## src/rtl/mod461_pkg.sv

```systemverilog
// Shared constants and types for the mod-461 datapath: the operand loader,
// the 400-bit reducer and later residue-consumer stages.
//   X_W     : operand width seen by the reducer
//   R_W     : residue width
//   MOD_461 : modulus
//   beats() : words needed to fill an X_W operand at a given word width
//   ld_state_t : loader FSM states
package mod461_pkg;

  localparam int X_W = 400;
  localparam int R_W = 9;
  localparam logic [R_W-1:0] MOD_461 = 9'd461;

  function automatic int beats(input int w);
    return (X_W + w - 1) / w;
  endfunction

  typedef enum logic {
    COLLECT = 1'b0,
    HOLD    = 1'b1
  } ld_state_t;

endpackage

```

## src/rtl/x_400_operand_loader.sv

```systemverilog
// Operand loader feeding the 400-bit mod-461 reducer.
// Assembles X from a word-serial valid/ready stream, then presents it with
// an x_valid/x_ready handshake and holds it until it is consumed.
//
// Ports:
//   clk, rst_n          clock, asynchronous active-low reset
//   in_data/in_valid    operand word stream
//   in_last             final word of the operand (qualified by in_valid)
//   in_ready            loader accepts a word this cycle
//   X [X_W:1]           assembled operand, bit 1 is the LSB
//   x_valid/x_ready     operand handshake towards the reducer
//   short_op            X was terminated early by in_last (valid with x_valid)
//
// Build option: define MSW_FIRST_EN for most-significant-word-first streams
// (X shifts left by W_IN per word). Default is LSW-first slot-indexed writes.
//
// state   | meaning
// COLLECT | accepting words, in_ready=1, x_valid=0
// HOLD    | X complete and frozen, in_ready=0, x_valid=1
module x_400_operand_loader #(
  parameter int W_IN = 16,
  parameter int X_W  = 400
) (
  input  logic            clk,
  input  logic            rst_n,
  input  logic [W_IN-1:0] in_data,
  input  logic            in_valid,
  input  logic            in_last,
  output logic            in_ready,
  output logic [X_W:1]    X,
  output logic            x_valid,
  input  logic            x_ready,
  output logic            short_op
);
  import mod461_pkg::*;

  localparam int BEATS = beats(W_IN);
  localparam int CW    = $clog2(BEATS);
  localparam logic [CW-1:0] LAST_BEAT = CW'(BEATS - 1);

  ld_state_t     state;
  logic [CW-1:0] cnt;
  logic [X_W:1]  x_next;
  logic          accept;

  assign accept = in_valid && in_ready;

  // X is zero at frame start, so unwritten slots (short frame) stay zero.
  always_comb begin
    x_next = X;
`ifdef MSW_FIRST_EN
    x_next = {X[X_W-W_IN:1], in_data};
`else
    // Bits of the last slot that fall above X_W simply have no target.
    for (int i = 0; i < X_W; i++) begin
      if (i / W_IN == int'(cnt)) x_next[i+1] = in_data[i % W_IN];
    end
`endif
  end

  always_ff @(posedge clk or negedge rst_n) begin
    if (!rst_n) begin
      state    <= COLLECT;
      cnt      <= '0;
      X        <= '0;
      in_ready <= 1'b1;
      x_valid  <= 1'b0;
      short_op <= 1'b0;
    end else begin
      case (state)
        COLLECT: begin
          if (accept) begin
            X <= x_next;
            if (cnt == LAST_BEAT || in_last) begin
              state    <= HOLD;
              in_ready <= 1'b0;
              x_valid  <= 1'b1;
              short_op <= (cnt != LAST_BEAT);
            end else begin
              cnt <= cnt + 1'b1;
            end
          end
        end
        HOLD: begin
          if (x_ready) begin
            state    <= COLLECT;
            cnt      <= '0;
            X        <= '0;
            in_ready <= 1'b1;
            x_valid  <= 1'b0;
            short_op <= 1'b0;
          end
        end
        default: begin
          state    <= COLLECT;
          cnt      <= '0;
          X        <= '0;
          in_ready <= 1'b1;
          x_valid  <= 1'b0;
          short_op <= 1'b0;
        end
      endcase
    end
  end

endmodule

```

## config.mk

```make
export PLATFORM = sky130hd
export DESIGN_NAME = x_400_operand_loader
export DESIGN_NICKNAME = d
export VERILOG_FILES = /design/src/rtl/mod461_pkg.sv /design/src/rtl/x_400_operand_loader.sv
export SDC_FILE = /design/constraint.sdc
export NUM_CORES = 1
export LEC_CHECK = 0
export BUFFER_PORTS_ARGS = -buffer_cell sky130_fd_sc_hd__buf_4
export CORE_ASPECT_RATIO = 1.25
export CORE_UTILIZATION = 44
export CTS_BUF_LIST = sky130_fd_sc_hd__clkbuf_16
export DETAILED_ROUTE_END_ITERATION = 10
export GPL_TIMING_DRIVEN = 0
export PLACE_DENSITY = 0.69
export SLEW_MARGIN = 10
export SYNTH_ARGS = -nofsm -noshare
export SYNTH_HDL_FRONTEND = slang
export SYNTH_SLANG_ARGS = --single-unit
```

## constraint.sdc

```tcl
create_clock -name clk -period 3.15 [get_ports clk]
set_input_delay 0.4725 -clock clk [delete_from_list [all_inputs] [get_ports clk]]
set_output_delay 0.4725 -clock clk [all_outputs]
set_load 0.005 [all_outputs]
```

; Word level (Yosys, flattened, before mapping)
; Index checks and enable logic that the tools add are counted.
[word_totals]
reg_bits = 409
latchBits = 0
ramBits = 0
romBits = 0
out_inout_bits = 403
n_memories = 0
[classes]
add_sub_neg = 1
n_mul = 0
div_mod_pow = 0
n_lt_le_gt_ge = 0
eq_ne = 55
shift = 0
mux = 422
bitwise_logic = 1
reduce_logical = 30
[op_table]
columns = cell, count
row1 = $mux 400, 2
row2 = $pmux 400 s2, 1
row3 = $mux 1, 411
row4 = $reduce_and 3->1, 27
row5 = $eq 5x5->1 const A, 16
row6 = $ne 2x2->1 const B, 29
row7 = $eq 4x5->1 const A, 5
row8 = $mux 5, 3
row9 = $eq 3x5->1 const A, 2
row10 = $pmux 5 s2, 1
row11 = $pmux 1 s2, 4
row12 = $add 5x1->5 const B, 1
row13 = $eq 2x5->1 const A, 1
row14 = $eq 5x5->1 const B, 1
row15 = $logic_not 5->1, 1
row16 = $ne 5x5->1 const B, 1
row17 = $logic_and 1x1->1, 1
row18 = $logic_or 1x1->1, 1
row19 = $not 1->1, 1

; Longest topological paths before layout
[depth]
word_depth = 5
ltp_mapped = 8

; Worst setup path after synthesis
; OpenSTA, ideal clock, no wires.
[synth_timing]
path_type = reg2reg
startpoint = register cnt[0]
endpoint = register X[10] (netlist bit)
setup_time_ns = 0.125
t_arrival_ns = 2.015
required_ns = 3.025
slack_ns = 1.010
path_stages_with_launch = 7
n_path_buf = 1
synth_period_minus_slack_ns = 2.140
cell_sequence = dfrtp_1 > inv_1 > ha_1 > or4b_4 > a22oi_4 > buf_12 > mux2_4
[synth_between]
elab_chain_cells = 3
[synth_rtl]
columns = item, line_no
row1 = from (decl), x_400_operand_loader.sv:42  ; logic [CW-1:0] cnt;
row2 = from (signal assigned), x_400_operand_loader.sv:80  ; cnt <= cnt + 1'b1;
row3 = $logic_not 5->1, x_400_operand_loader.sv:56  ; if (i / W_IN == int'(cnt)) x_next[i+1] = in_data[i % W_IN];
row4 = $ne 2x2->1 (no source line), -
row5 = $reduce_and 3->1 (no source line), -
row6 = to (signal assigned), x_400_operand_loader.sv:73  ; X <= x_next;
row7 = to (decl), x_400_operand_loader.sv:30  ; output logic [X_W:1] X,
; Every way passes these cells.
; A chain may end at the register's enable or synchronous reset.

; Worst setup path after layout
[layout_timing]
startpoint = register cnt[0]
endpoint = register X[391] (netlist bit)
[layout_between]
elab_chain_cells = 3
[layout_rtl]
columns = item, line_no
row1 = $eq 4x5->1, x_400_operand_loader.sv:56
row2 = $ne 2x2->1 (no source line), -
row3 = $reduce_and 3->1 (no source line), -
; Every way passes these cells.

==> qor.csv <==
stage,metric,value,unit
placement,PortBufs,423,
sta,Max-Slew Margin vs Limit,42.5,%
sta,Fmax achieved,0.410,GHz
critical_path,RR Startpoint,cnt[0],
critical_path,max incr delay on CP,440,ps
logic_synthesis,predominant post-synthesis flop cell,dfrtp_1,
cells_and_area,fillers,3133,
sta,final worst-path cycle share,77.5,%
grt,Total GRT Usage,27.3,%
cells_and_area,cell area after layout,0.0227,mm²
sta,final period demand of the worst path,2440,ps
critical_path,cells on worst reg2reg path,6,
logic_synthesis,Post-Syn Area,0.0175,mm²
sta,Slew @ Worst Pin,863,ps
route,highest metal used,met4,
grt,antenna violations before repair,0,
critical_path,highest-delay cell along the critical path,dfrtp_1,
route,DRT iter0 DRCs,961,
route,drt total wl,55900,µm
cts,Root Buffer,clkbuf_16,
critical_path,WP data arrival,2880,ps
min_path,Hold Crit Class,in2reg,
floorplan,die area,0.0406,mm²
placement,DPL Wire Length,40200,µm
route,wl on met1,21800,µm
route,DR vias/cell,5.71,
logic_synthesis,Avg Synthesized Cell Area,13.9,µm²
route,drc violations,0,
critical_path,Reg2Reg Capture Point,X[391],
logic_synthesis,"Async S/R FF share, synth",100,%
sta,clock skew,20.6,ps
route,ANT nets after route,0,
power,cell leakage power,0.0118,µW
floorplan,boundary pin count,424,
sta,setup tns final,0,ps
floorplan,Die Y,225,µm
critical_path,Critical Path Source,cnt[0],
route,vias,12900,
route,met2 WL,27300,µm
cts,clock sinks,409,
cells_and_area,share of layout cells above drive strength 1,48.0,%
critical_path,FF-to-FF setup slack,710,ps
route,WL/cell,24.7,µm
cts,deepest clock path buffer count,3,
run_status,status,finished clean,
floorplan,core area,0.0392,mm²
grt,largest net degree at the start of global routing,111,
sta,max-slew violation count,0,
critical_path,Setup crit end,X[391],
power,power density over cell area,450,mW/mm²
cells_and_area,nets@finish,1756,
logic_synthesis,synthesized instance count,1259,
grt,first-pass GRT wire length,84300,µm
critical_path,Worst Setup Path Type,reg2reg,
grt,global route total overflow,0,
cts,H-tree depth,2,
cts,clock insertion delay at the later pin of the skew report,570,ps
critical_path,Setup crit start kind,flop,
placement,Placement Setup Slack,697,ps
cts,CTS tree,built,
logic_synthesis,Yosys cell types,44,
critical_path,crit path capture type,flop,
cts,clk slew on worst S/H paths,60,ps
grt,vias in the first global route,13200,
route,DR WL met3,4870,µm
power,peak supply drop,0.419,mV
floorplan,Initial Utilization,44.7,%
logic_synthesis,syn nets,1285,
logic_synthesis,"EDFF count, synth",0,
logic_synthesis,synth warn,0,
floorplan,Chip Width,180,µm
logic_synthesis,flop and latch count out of synthesis,409,
sta,RSZ-0062 raised after global routing,no,
critical_path,CP Cell Sequence,"inv_1, ha_1, nand4b_4, a22oi_4, buf_4, mux2_2",
floorplan,Rows,81,
sta,Final Hold Fails,0,
route,1st-pass router iterations,5,
power,total power,10200,µW
critical_path,CP required,3590,ps
sta,"Setup violations, final",0,
cells_and_area,Area Overhead vs Synth,29.6,%
critical_path,"critical path fanouts, max",10,
placement,dpl cell area,0.0214,mm²
cts,TritonCTS Buffers,41,
cts,post-cts resize count,0,
placement,Placer Congestion,0.942,
flow_run,Max Cap Violations,0,
logic_synthesis,post-synthesis sequential area ratio,58.4,%
sta,final worst slack,710,ps
-- what timing repair did --
item | 4_1_cts | 5_1_grt
setup buffers | 0 | 0
endpoints found under the hold margin | 40 | 0
hold buffers | 1 | 0
-- layout make-up --
type,instances,area [µm²],share of cell area [%]
clock inverter,33,240,1.06
clock buffer,41,1030,4.52
timing repair buffer,428,3300,14.5
buffer,131,724,3.19
tap,498,623,2.74
sequential,409,10200,45.1
inverter,7,31.3,0.138
antenna,1,2.50,0.0110
multi-input combinational,712,6530,28.7
-- where the power goes --
| group | switching (µW) | leakage (µW) | internal, µW |
|---|---|---|---|
| clock | 2130 | 0.000667 | 2550 |
| combinational | 247 | 0.00597 | 52.3 |
| sequential | 0.000000000000707 | 0.00520 | 5250 |
-- how the worst min path moves through the flow --
| stage | start | end | slack [ps] | cells after the start |
|---|---|---|---|---|
| floorplan | rst_n | X[100] | 180 | 0 |
| global placement | X[78] | X[78] | 470 | 1 |
| detailed placement | rst_n | X[136] | 390 | 1 |
| CTS | in_valid | in_ready | 110 | 2 |
| global route | in_valid | in_ready | 130 | 2 |
| finish | in_valid | in_ready | 130 | 2 |
-- cells in the mapped netlist, types with 10 or more instances --
cell type / instances / area share, %
mux2_1: 18 / 1.2
dfrtp_1: 408 / 58
nand4bb_1: 12 / 0.77
mux2_4: 40 / 3.4
clkbuf_1: 67 / 1.4
buf_2: 24 / 0.69
buf_6: 16 / 1.0
buf_1: 10 / 0.21
mux2_2: 246 / 16
a22oi_4: 18 / 2.2
nand2_1: 20 / 0.43
nand3_1: 197 / 5.6
nor2b_1: 17 / 0.61
o311ai_0: 94 / 4.7
-- metrics by stage --
stage / hold slack (ps) / std cells / util [%]
2_1_floorplan: 177 / 1259 / -
3_3_place_gp: 472 / 2180 / 54.4
3_5_place_dp: 388 / 2184 / 54.7
4_1_cts: 113 / 2259 / 57.9
5_1_grt: 127 / 2259 / 57.9
6_report: 127 / 2260 / 57.9
-- registers in the layout, indices dropped and copies added, names as in the netlist --
name / cells
x_valid: 1
state: 1
in_ready: 1
cnt: 5
X: 400
short_op: 1
-- kinds of logic (layout without fill, tap and decap cells) --
family	after synthesis	in the layout	share of synthesized area, %
AOI/OAI and AO/OA	130	130	7.69
adders and majority gates	5	5	0.357
buffers and inverters	138	640	4.31
DFF	409	409	58.4
muxes	304	304	20.4
other	0	1	0
and+or+nand+nor	273	273	8.83
-- routing by layer --
metal  vias up  track usage, %
li1       5609               -
met1      6585            33.5
met2       588            46.0
met3       118            7.79
met4         0            9.70
met5         -               0
-- critical path: cells and delay by family (launching register included) --
kind,cells,cell delay (ps)
DFF,1,440
muxes,1,360
and+or+nand+nor,1,220
adders and majority gates,1,400
AOI/OAI and AO/OA,1,440
buffers and inverters,2,450
-- placed cells by master (no fill, tap or decap), drive strengths merged, types with 17 or more instances in the layout --
cell      n
inv      20
buf     489
o311ai   99
nand2    20
nand3   197
a22oi    18
mux2    304
dfrtp   408
clkbuf  110
nor2b    17
clkinv   18
Note: power is estimated with default switching activity, not from simulation.
